$ cat src/rtl/noc_pkg.sv
// Shared definitions for the NoC local port: flit geometry, flit type codes,
// header field positions and the injection/ejection state encodings.
package noc_pkg;

   localparam int FLIT_W        = 18;
   localparam int FLITS_PER_PKT = 5;
   localparam int ID_W          = 4;
   localparam int PKT_NUM_W     = 8;

   localparam int TYPE_MSB      = 17;
   localparam int TYPE_LSB      = 16;
   localparam int HDR_DST_LSB   = 0;
   localparam int HDR_SRC_LSB   = 4;
   localparam int HDR_PKT_LSB   = 8;

   typedef enum logic [1:0] {
      FT_PAYLOAD = 2'b00,
      FT_HEADER  = 2'b01,
      FT_TAIL    = 2'b10
   } flit_type_e;

   typedef enum logic [1:0] {
      I_IDLE,
      I_ACK,
      I_RX
   } inj_state_e;

   typedef enum logic [1:0] {
      E_FILL,
      E_REQ,
      E_WAIT_LOW,
      E_TX
   } ej_state_e;

   // Position 0 is the header, the last position the tail, everything between is payload.
   function automatic flit_type_e expected_type(input logic [2:0] idx);
      if (idx == 3'd0) return FT_HEADER;
      if (idx == 3'(FLITS_PER_PKT - 1)) return FT_TAIL;
      return FT_PAYLOAD;
   endfunction

endpackage

$ cat src/rtl/flit_fifo.sv
// Circular flit buffer with a speculative (staging) write pointer that is either
// committed, making staged flits readable, or rolled back to discard them.
module flit_fifo
   import noc_pkg::*;
#(
   parameter int W     = FLIT_W,
   parameter int DEPTH = 10
)(
   input  logic                         clk,
   input  logic                         rst,
   input  logic                         wr_en_i,
   input  logic [W-1:0]                 wr_data_i,
   input  logic                         commit_i,
   input  logic                         rollback_i,
   input  logic                         rd_en_i,
   output logic [W-1:0]                 rd_data_o,
   output logic                         rd_valid_o,
   output logic [$clog2(DEPTH+1)-1:0]   free_o
);

   localparam int PW = $clog2(DEPTH);
   localparam int CW = $clog2(DEPTH + 1);

   logic [W-1:0]  mem [DEPTH];
   logic [PW-1:0] rd_ptr_q, rd_ptr_d;
   logic [PW-1:0] cwr_ptr_q, cwr_ptr_d;
   logic [PW-1:0] swr_ptr_q, swr_ptr_d;
   logic [CW-1:0] ccount_q, ccount_d;
   logic [CW-1:0] scount_q, scount_d;
   logic [PW-1:0] swr_after;
   logic [CW-1:0] scount_after;
   logic          pop;

   function automatic logic [PW-1:0] ptr_next(input logic [PW-1:0] p);
      return (p == PW'(DEPTH - 1)) ? '0 : p + PW'(1);
   endfunction

   assign pop        = rd_en_i && (ccount_q != '0);
   assign rd_valid_o = (ccount_q != '0);
   assign rd_data_o  = mem[rd_ptr_q];
   assign free_o     = CW'(DEPTH) - ccount_q - scount_q;

   // A commit includes a flit written in the same cycle; a rollback drops it.
   always_comb begin
      swr_after    = wr_en_i ? ptr_next(swr_ptr_q) : swr_ptr_q;
      scount_after = scount_q + CW'(wr_en_i);
      rd_ptr_d     = pop ? ptr_next(rd_ptr_q) : rd_ptr_q;
      cwr_ptr_d    = cwr_ptr_q;
      swr_ptr_d    = swr_after;
      scount_d     = scount_after;
      ccount_d     = ccount_q - CW'(pop);
      if (commit_i) begin
         cwr_ptr_d = swr_after;
         ccount_d  = ccount_q - CW'(pop) + scount_after;
         scount_d  = '0;
      end else if (rollback_i) begin
         swr_ptr_d = cwr_ptr_q;
         scount_d  = '0;
      end
   end

   always_ff @(posedge clk or negedge rst) begin
      if (!rst) begin
         rd_ptr_q  <= '0;
         cwr_ptr_q <= '0;
         swr_ptr_q <= '0;
         ccount_q  <= '0;
         scount_q  <= '0;
      end else begin
         rd_ptr_q  <= rd_ptr_d;
         cwr_ptr_q <= cwr_ptr_d;
         swr_ptr_q <= swr_ptr_d;
         ccount_q  <= ccount_d;
         scount_q  <= scount_d;
      end
   end

   always_ff @(posedge clk) begin
      if (wr_en_i) mem[swr_ptr_q] <= wr_data_i;
   end

endmodule

$ cat src/rtl/noc_local_port.sv
// Local port between a node and the router core: validated packet injection
// through a commit/rollback buffer, and single-packet ejection with a req/ack handshake.
module noc_local_port
   import noc_pkg::*;
#(
   parameter logic [ID_W-1:0] NODE_ID   = '0,
   parameter int              PKT_DEPTH = 2
)(
   input  logic              clk,
   input  logic              rst,
   input  logic              inj_req,
   output logic              inj_ack,
   input  logic [FLIT_W-1:0] inj_data,
   output logic              ej_req,
   input  logic              ej_ack,
   output logic [FLIT_W-1:0] ej_data,
   output logic [FLIT_W-1:0] rtr_out_flit,
   output logic              rtr_out_valid,
   input  logic              rtr_out_ready,
   input  logic [FLIT_W-1:0] rtr_in_flit,
   input  logic              rtr_in_valid,
   output logic              rtr_in_ready,
   output logic              fmt_err
);

   localparam int DEPTH = PKT_DEPTH * FLITS_PER_PKT;
   localparam int CW    = $clog2(DEPTH + 1);
   localparam logic [2:0] LAST = 3'(FLITS_PER_PKT - 1);

   inj_state_e    inj_state_q, inj_state_d;
   logic [2:0]    rx_cnt_q, rx_cnt_d;
   logic          fmt_ok_q, fmt_ok_d;
   logic          fmt_err_q, fmt_err_d;
   logic          flit_ok, fifo_wr, fifo_commit, fifo_rollback;
   logic [CW-1:0] free_flits;

   flit_fifo #(
      .W     (FLIT_W),
      .DEPTH (DEPTH)
   ) u_fifo (
      .clk        (clk),
      .rst        (rst),
      .wr_en_i    (fifo_wr),
      .wr_data_i  (inj_data),
      .commit_i   (fifo_commit),
      .rollback_i (fifo_rollback),
      .rd_en_i    (rtr_out_ready),
      .rd_data_o  (rtr_out_flit),
      .rd_valid_o (rtr_out_valid),
      .free_o     (free_flits)
   );

   assign inj_ack = (inj_state_q == I_ACK);
   assign fmt_err = fmt_err_q;

   // The packet verdict is decided on the tail edge, so the tail write and commit coincide.
   always_comb begin
      inj_state_d   = inj_state_q;
      rx_cnt_d      = rx_cnt_q;
      fmt_ok_d      = fmt_ok_q;
      fmt_err_d     = 1'b0;
      fifo_wr       = 1'b0;
      fifo_commit   = 1'b0;
      fifo_rollback = 1'b0;
      flit_ok       = (inj_data[TYPE_MSB:TYPE_LSB] == expected_type(rx_cnt_q));
      if ((rx_cnt_q == 3'd0) && (inj_data[HDR_SRC_LSB +: ID_W] != NODE_ID)) flit_ok = 1'b0;
      case (inj_state_q)
         I_IDLE: begin
            if (inj_req && (free_flits >= CW'(FLITS_PER_PKT))) inj_state_d = I_ACK;
         end
         I_ACK: begin
            if (!inj_req) begin
               inj_state_d = I_RX;
               rx_cnt_d    = '0;
               fmt_ok_d    = 1'b1;
            end
         end
         I_RX: begin
            fifo_wr  = 1'b1;
            fmt_ok_d = fmt_ok_q & flit_ok;
            rx_cnt_d = rx_cnt_q + 3'd1;
            if (rx_cnt_q == LAST) begin
               inj_state_d   = I_IDLE;
               fifo_commit   = fmt_ok_q & flit_ok;
               fifo_rollback = ~(fmt_ok_q & flit_ok);
               fmt_err_d     = ~(fmt_ok_q & flit_ok);
            end
         end
         default: inj_state_d = I_IDLE;
      endcase
   end

   always_ff @(posedge clk or negedge rst) begin
      if (!rst) begin
         inj_state_q <= I_IDLE;
         rx_cnt_q    <= '0;
         fmt_ok_q    <= 1'b1;
         fmt_err_q   <= 1'b0;
      end else begin
         inj_state_q <= inj_state_d;
         rx_cnt_q    <= rx_cnt_d;
         fmt_ok_q    <= fmt_ok_d;
         fmt_err_q   <= fmt_err_d;
      end
   end

   ej_state_e         ej_state_q, ej_state_d;
   logic [2:0]        fill_cnt_q, fill_cnt_d;
   logic [2:0]        tx_idx_q, tx_idx_d;
   logic [FLIT_W-1:0] ej_data_q, ej_data_d;
   logic              in_ready_q, in_ready_d;
   logic [FLIT_W-1:0] ej_buf_q [FLITS_PER_PKT];
   logic              accept;

   assign accept       = rtr_in_valid && in_ready_q;
   assign rtr_in_ready = in_ready_q;
   assign ej_req       = (ej_state_q == E_REQ);
   assign ej_data      = ej_data_q;

   // Ready is registered so it stays low during reset and rises on the first edge after.
   always_comb begin
      ej_state_d = ej_state_q;
      fill_cnt_d = fill_cnt_q;
      tx_idx_d   = tx_idx_q;
      ej_data_d  = ej_data_q;
      case (ej_state_q)
         E_FILL: begin
            if (accept) begin
               fill_cnt_d = fill_cnt_q + 3'd1;
               if (fill_cnt_q == LAST) begin
                  ej_state_d = E_REQ;
                  fill_cnt_d = '0;
                  ej_data_d  = ej_buf_q[0];
               end
            end
         end
         E_REQ: begin
            if (ej_ack) ej_state_d = E_WAIT_LOW;
         end
         E_WAIT_LOW: begin
            if (!ej_ack) begin
               ej_state_d = E_TX;
               ej_data_d  = ej_buf_q[1];
               tx_idx_d   = 3'd2;
            end
         end
         E_TX: begin
            if (tx_idx_q == 3'(FLITS_PER_PKT)) begin
               ej_state_d = E_FILL;
            end else begin
               ej_data_d = ej_buf_q[tx_idx_q];
               tx_idx_d  = tx_idx_q + 3'd1;
            end
         end
         default: ej_state_d = E_FILL;
      endcase
      in_ready_d = (ej_state_d == E_FILL);
   end

   always_ff @(posedge clk or negedge rst) begin
      if (!rst) begin
         ej_state_q <= E_FILL;
         fill_cnt_q <= '0;
         tx_idx_q   <= '0;
         ej_data_q  <= '0;
         in_ready_q <= 1'b0;
      end else begin
         ej_state_q <= ej_state_d;
         fill_cnt_q <= fill_cnt_d;
         tx_idx_q   <= tx_idx_d;
         ej_data_q  <= ej_data_d;
         in_ready_q <= in_ready_d;
      end
   end

   always_ff @(posedge clk) begin
      if (accept) ej_buf_q[fill_cnt_q] <= rtr_in_flit;
   end

endmodule
$ cat config.mk
export PLATFORM = sky130hd
export DESIGN_NAME = noc_local_port
export DESIGN_NICKNAME = d
export VERILOG_FILES = /design/src/rtl/noc_pkg.sv /design/src/rtl/flit_fifo.sv /design/src/rtl/noc_local_port.sv
export SDC_FILE = /design/constraint.sdc
export NUM_CORES = 1
export LEC_CHECK = 0
export BUFFER_PORTS_ARGS = -buffer_cell sky130_fd_sc_hd__buf_2
export CAP_MARGIN = 40
export CORE_ASPECT_RATIO = 0.75
export CORE_MARGIN = 5
export CORE_UTILIZATION = 30
export CTS_CLUSTER_SIZE = 10
export DETAILED_ROUTE_END_ITERATION = 8
export PLACE_DENSITY = 0.53
export SETUP_SLACK_MARGIN = 0.5
export SYNTH_ARGS = -nofsm -noshare
export SYNTH_HDL_FRONTEND = slang
export SYNTH_SLANG_ARGS = --single-unit
$ cat constraint.sdc
create_clock -name clk -period 3.3 [get_ports clk]
set_input_delay 0.66 -clock clk [delete_from_list [all_inputs] [get_ports clk]]
set_output_delay 0.66 -clock clk [all_outputs]
set_load 0.05 [all_outputs]
### After elaboration in Yosys (flattened, before gate mapping)

Memory sizes are Yosys's and may differ from the RTL's.
Index checks and enable logic that the tools add are counted.

| cells by class | value |
|---|---|
| add/sub/neg operators | 10 |
| multipliers | 0 |
| divide/modulo/power cells | 0 |
| magnitude comparators | 1 |
| equality and inequality tests | 18 |
| shift-type cells | 0 |
| mux-type cells | 48 |
| bitwise gates (word level) | 2 |
| reductions and logical operators | 18 |

Operator list:

| kind | number |
|---|---|
| 18-bit two-way mux | 4 |
| 18-bit case mux with 3 select lines | 1 |
| 4-bit two-way mux | 8 |
| 2-bit two-way mux | 12 |
| 1-bit two-way mux | 14 |
| 2-bit != test (second input constant) | 7 |
| 3-bit two-way mux | 4 |
| 3-bit case mux with 2 select lines | 2 |
| 3-bit by 1-bit adder with 3-bit output (second input constant) | 3 |
| 3-bit == test (second input constant) | 3 |
| 4-bit by 1-bit adder with 4-bit output (second input constant) | 2 |
| 4-bit == test (second input constant) | 2 |
| 2-bit case mux with 4 select lines | 1 |
| 4-bit nonzero test | 2 |
| 2-bit == test (second input constant) | 3 |
| 2-bit zero test | 3 |
| 2-bit case mux with 3 select lines | 1 |
| 3-bit AND reduction | 2 |
| 5-bit AND reduction | 1 |
| 4-bit by 1-bit adder with 4-bit output | 1 |
| 4-bit adder | 1 |
| 2-bit by 1-bit == test with 1-bit output (second input constant) | 2 |
| 4-bit by 3-bit greater-or-equal comparator with 1-bit output (second input constant) | 1 |
| 1-bit logical AND | 4 |
| other kinds (11) | 13 |

| word-level totals | value |
|---|---|
| register bits after elaboration | 54 |
| bits in latches | 0 |
| bits in writable memories | 270 |
| memory bits (read-only) | 0 |
| word-level logic and storage cells | 113 |
| memories | 2 |

Memories:

| name | depth | width | rd ports | clocked after Yosys merged registers in | write ports | line | text |
|---|---|---|---|---|---|---|---|
| u_fifo.mem | 10 | 18 | 1 | 0 | 1 | flit_fifo.sv:24 | `logic [W-1:0] mem [DEPTH];` |
| ej_buf_q | 5 | 18 | 3 | 0 | 1 | noc_local_port.sv:112 | `logic [FLIT_W-1:0] ej_buf_q [FLITS_PER_PKT];` |

### Logic depth before layout (Yosys ltp)

| depth | value |
|---|---|
| word-level depth | 13 |
| mapped depth | 12 |
| gate-level depth less buffers | 11 |

### Modules after synthesis

Synthesis repeated with hierarchy kept, for this count alone.

| second synthesis, totals | value |
|---|---|
| cell total of the unflattened synthesis | 914 |
| area total of the unflattened synthesis | 14279.9 µm² |

Modules (own cells, without submodules):

| module | times used | cells each | area each (µm²) |
|---|---|---|---|
| flit_fifo | 1 | 499 | 8311.7 |
| noc_local_port | 1 | 415 | 5968.2 |

### Least setup slack after synthesis

Ideal clock, no wire load.

| path | value |
|---|---|
| path kind | flip-flop to flip-flop |
| start | register u_fifo.ccount_q[0] |
| end | register u_fifo.ccount_q[3] |
| setup time | 0.123 ns |
| data arrival time | 3.017 ns |
| required time | 3.177 ns |
| path slack | 0.160 ns |
| cell stages (with the launch flop) | 13 |
| clock period less this slack | 3.140 ns |
| cell sequence | dfrtp_1 -> or4_1 -> and2_1 -> buf_6 -> ha_1 -> ha_1 -> inv_1 -> ha_1 -> a21o_1 -> a21oi_1 -> xor2_1 -> nand2_1 -> xnor2_1 |

| on the way | value |
|---|---|
| cells in the longest elaborated chain, start to end | 5 |

RTL lines:

| element | line | text |
|---|---|---|
| start, declared | flit_fifo.sv:28 | `logic [CW-1:0] ccount_q, ccount_d;` |
| start signal, assigned | flit_fifo.sv:73 | `ccount_q <= ccount_d;` |
| 4-bit nonzero test (*) | n/a |  |
| net rtr_out_valid | noc_local_port.sv:18 | `output logic rtr_out_valid,` |
| 1-bit logical AND (*) | flit_fifo.sv:38 | `assign pop = rd_en_i && (ccount_q != '0);` |
| net u_fifo.pop | flit_fifo.sv:32 | `logic pop;` |
| 4-bit by 1-bit subtractor with 4-bit output (*) | flit_fifo.sv:51, flit_fifo.sv:54 |  |
| 4-bit adder | flit_fifo.sv:54 | `ccount_d = ccount_q - CW'(pop) + scount_after;` |
| 4-bit two-way mux (*) | flit_fifo.sv:52 | `if (commit_i) begin` |
| net u_fifo.ccount_d[3] | flit_fifo.sv:28 |  |

The timed path passes the listed nets; every way through them passes the cells marked *.
A chain may end at the register's enable or synchronous reset.

### Worst setup path after layout

| path | value |
|---|---|
| start | register u_fifo.rd_ptr_q[0] |
| end | output port rtr_out_flit[16] |

| on the way | value |
|---|---|
| cells in the longest elaborated chain, start to end | 1 |

RTL lines:

| element | line | text |
|---|---|---|
| start, declared | flit_fifo.sv:25 | `logic [PW-1:0] rd_ptr_q, rd_ptr_d;` |
| start signal, assigned | flit_fifo.sv:70 | `rd_ptr_q <= rd_ptr_d;` |
| memory 10 x 18 bit | n/a |  |
| end, declared | noc_local_port.sv:17 | `output logic [FLIT_W-1:0] rtr_out_flit,` |

No other way between the ends.

==> flow_summary_export.csv <==
group,metric,value,unit
route,wl,31.2,mm
finish,nFillCells,4256,
clock_tree,cts.path.max_buffers,3,
yosys,avgSynthCellArea,17.2,um2
clock_tree,holdBufCountCts,0,
route,vias,7547,
finish,final_nets,1009,
yosys,ys.flop_type,"edfxtp_1",
yosys,yosys-top-cells-area,"edfxtp_1 62%, dfrtp_1 9.6%, mux4_2 8.8%",
power_and_ir_drop,internal_power,10.2,mW
floorplanning,core_area,45900,um2
worst_setup_path,worstPathArrival,2.37,ns
yosys,yosys-mux-area-fraction,11.0,%
yosys,synth-compound-area-share,5.97,%
timing,setup_viol,0,
finish,area_growth,22.2,%
global_route,antenna_found_initial,5,
floorplanning,initial_core_util,30.2,%
power_and_ir_drop,clockPowerShare,25.3,%
floorplanning,die_h,196,um
timing,finalMaxSlewViolations,0,
timing,tightest_slew,0.624,ns
finish,fin_util,36.9,%
global_route,gr-total-overflow,0,
yosys,synth_simple_gate_area_share,5.75,%
power_and_ir_drop,sequentialPowerShare,34.9,%
timing,max_freq,0.330,GHz
yosys,async_flop_share,15.8,%
yosys,synth_top_area_cell,"edfxtp_1",
place,io_buffers,82,
yosys,syn_inst,804,
power_and_ir_drop,p_leak,5.89,nW
yosys,synth_nets,865,
worst_setup_path,crit_start,"u_fifo.rd_ptr_q[0]$_DFFE_PN0P_",
timing,maxSlewHeadroom,58.4,%
yosys,yosys.area.top_type_share,62.5,%
clock_tree,cts.reportedPaths.clkPinSlew,0.06,ns
global_route,grt_max_degree,38,
job,drv_cap,0,
worst_setup_path,r2r-start,"u_fifo.ccount_q[2]$_DFF_PN0_",
worst_setup_path,crit_type,"flip-flop to output port",
floorplanning,dieArea,50600,um2
worst_setup_path,r2r_end,"u_fifo.ccount_q[3]$_DFF_PN0_",
timing,rsz0062_at_grt,"yes",
finish,layout-drive-gt1-share,33.2,%
yosys,synth_edf_count,288,
finish,multiInputGateArea,3740,um2
floorplanning,rows,68,
route,dr.pass1.iters,5,
floorplanning,ios,83,
worst_setup_path,cp_max_fo,4,
worst_setup_path,crit_end,"rtr_out_flit[16]",
clock_tree,htreeDepth,2,
clock_tree,root_buffer,"clkbuf_16",
global_route,grt_pass1_wl,48.6,mm
worst_setup_path,worst_setup_path_start_kind,"flip-flop",
yosys,synth_xor_area_share,0.949,%
clock_tree,cts.sinks,342,
global_route,grt_pass1_vias,7976,
yosys,synth_cell_type_count,58,
run_status,status,"completed",
timing,min_period,3.03,ns
yosys,syn-cell-area,13800,um2
worst_setup_path,reg2reg_slack,0.66,ns
global_route,track_usage,12.3,%
worst_hold_path,hold_path_class,"input pin to async pin",
finish,fin_cells,1576,
yosys,synthAdderAreaFrac,1.83,%
yosys,ys_warn_count,0,
yosys,yosysSeqAreaShare,72.3,%
place,placed_cells,1477,
timing,fin_crit_sh,91.9,%
worst_setup_path,rr_worst_depth,11,
power_and_ir_drop,powerDensity,947,nW/um2
timing,skew,0.0183,ns
power_and_ir_drop,power_frac_comb,39.8,%
route,drt_iter0_markers,547,
worst_setup_path,worst_setup_path_end_kind,"output port",
timing,tns,0,ns
worst_setup_path,required,2.64,ns
power_and_ir_drop,ir_worst_vdd,0.514,mV
clock_tree,cts_tree,"built",
floorplanning,fp.dieW,258,um
yosys,synth_top_family_by_area,"multiplexers",
place,dp_hpwl,18.6,mm
power_and_ir_drop,sw_frac_of_total,36.2,%
place,place_congestion,0.729,
clock_tree,cts_buffers,41,
yosys,ys_ff_latch,342,
route,via_per_inst,4.79,
route,wire_per_inst,19.8,um
route,ant_nets,0,
timing,final-hold-violation-count,0,
clock_tree,clk-insertion-delay-late,0.53,ns
route,drcViolationCount,0,
power_and_ir_drop,p_sw,5.80,mW
finish,seq_area,10000,um2
-- metal layers --
layer	up-vias	share of wire, %	track usage (%)
met3	60	5.5	3.01
met1	3848	46	17.4
met2	163	46	19.3
li1	3466	-	-
met5	-	0.19	0
met4	10	1.9	2.97
-- cell type report --
cell class	instances	share of cell area (%)
sequential	342	59.2
multi-input combinational	397	22.1
clock buffer	70	6.89
timing repair buffer	145	6.68
tap	595	4.40
inverter	21	0.511
clock inverter	5	0.200
antenna	1	0.0148
-- worst max-delay path, cell delays in order (launching register included) --
cell and delay (ns):
dfrtp_4 0.52, buf_4 0.16, buf_6 0.11, mux4_2 0.40
and2_1 0.18, a211oi_2 0.22, a21oi_1 0.07, buf_4 0.20
-- per-stage QoR --
step	setup WS (ns)	power, mW	hold slack, ns	instance area (um2)
2_1_floorplan	0.240	9.76	0.364	13800
3_3_place_gp	0.415	11.3	0.483	15200
3_5_place_dp	0.377	11.3	0.488	15200
4_1_cts	0.224	16.2	0.0861	16900
5_1_grt	0.184	17.0	0.106	16900
6_report	0.268	16.0	0.104	16900
-- layout by cell type (no fill, tap or decap), drive strengths merged, types with 2 or more instances in the layout --
master | netlist | routed
a211oi | 20 | 20
a21o | 4 | 4
a21oi | 45 | 45
a221oi | 18 | 18
a22o | 2 | 2
and2 | 21 | 21
and3 | 2 | 2
and4b | 2 | 2
buf | 25 | 145
clkbuf | 19 | 70
clkinv | 0 | 3
dfrtp | 53 | 53
edfxtp | 288 | 288
fa | 2 | 2
ha | 17 | 17
inv | 21 | 23
mux2 | 9 | 9
mux2i | 20 | 20
mux4 | 54 | 54
nand2 | 16 | 16
nand2b | 5 | 5
nand3 | 10 | 10
nor2 | 59 | 59
nor2b | 3 | 3
nor3 | 25 | 25
nor3b | 2 | 2
nor4 | 3 | 3
o21ai | 10 | 10
o22ai | 20 | 20
or3 | 2 | 2
xnor2 | 9 | 9
xor2 | 6 | 6
-- worst min path at each step --
stage | startpoint | end | cells past startpoint
final | rst | ej_data[15]$_DFFE_PN0P_ | 2
after global routing | rst | ej_data[15]$_DFFE_PN0P_ | 2
after CTS | rst | ej_data[8]$_DFFE_PN0P_ | 2
after detailed placement | u_fifo.cwr_ptr_q[2]$_DFFE_PN0N_ | u_fifo.swr_ptr_q[2]$_DFF_PN0_ | 1
after global placement | u_fifo.cwr_ptr_q[0]$_DFFE_PN0N_ | u_fifo.cwr_ptr_q[0]$_DFFE_PN0N_ | 1
after floorplan | rst | ej_data[0]$_DFFE_PN0P_ | 0
-- registers in the layout (all words and copies together) (netlist names), 4 cells and up --
register / flops
u_fifo.ccount_q: 4
ej_data: 18
ej_buf_q: 108
u_fifo.cwr_ptr_q: 4
u_fifo.mem: 180
u_fifo.scount_q: 4
u_fifo.swr_ptr_q: 4
u_fifo.rd_ptr_q: 4
-- power by group through the flow --
stage               clock (mW)  combinational (mW)  sequential, mW
CTS                       4.19                6.41            5.58
detailed placement           0                5.55            5.74
floorplan                    0                3.91            5.85
global route              4.37                6.96            5.64
global placement             0                5.53            5.73
finish                    4.06                6.37            5.59
-- synthesized netlist by cell type (all sizes together), types with 3 or more instances --
| master | count |
|---|---|
| mux2 | 9 |
| dfrtp | 53 |
| nor3 | 25 |
| clkbuf | 19 |
| mux2i | 20 |
| a221oi | 18 |
| nand2 | 16 |
| xor2 | 6 |
| inv | 21 |
| a21o | 4 |
| buf | 25 |
| a21oi | 45 |
| nor4 | 3 |
| nand3 | 10 |
| a211oi | 20 |
| edfxtp | 288 |
| xnor2 | 9 |
| and2 | 21 |
| ha | 17 |
| o21ai | 10 |
| nand2b | 5 |
| mux4 | 54 |
| o22ai | 20 |
| nor2 | 59 |
| nor2b | 3 |
-- logic make-up after synthesis --
kind of cell	count (synthesis)
xor gates and xnor gates	15
buffers and inverters	65
AOI/OAI and AO/OA	125
muxes	83
DFF	342
adders and majority gates	19
and+or+nand+nor	155
-- repair_timing --
action                                  CTS  global route
gates resized for setup                  66             7
gates cloned                              2             0
pin swaps                                20            13
buffers inserted                         19             2
endpoints found under the setup margin   19            19
Note: power is estimated with default switching activity, not from simulation.
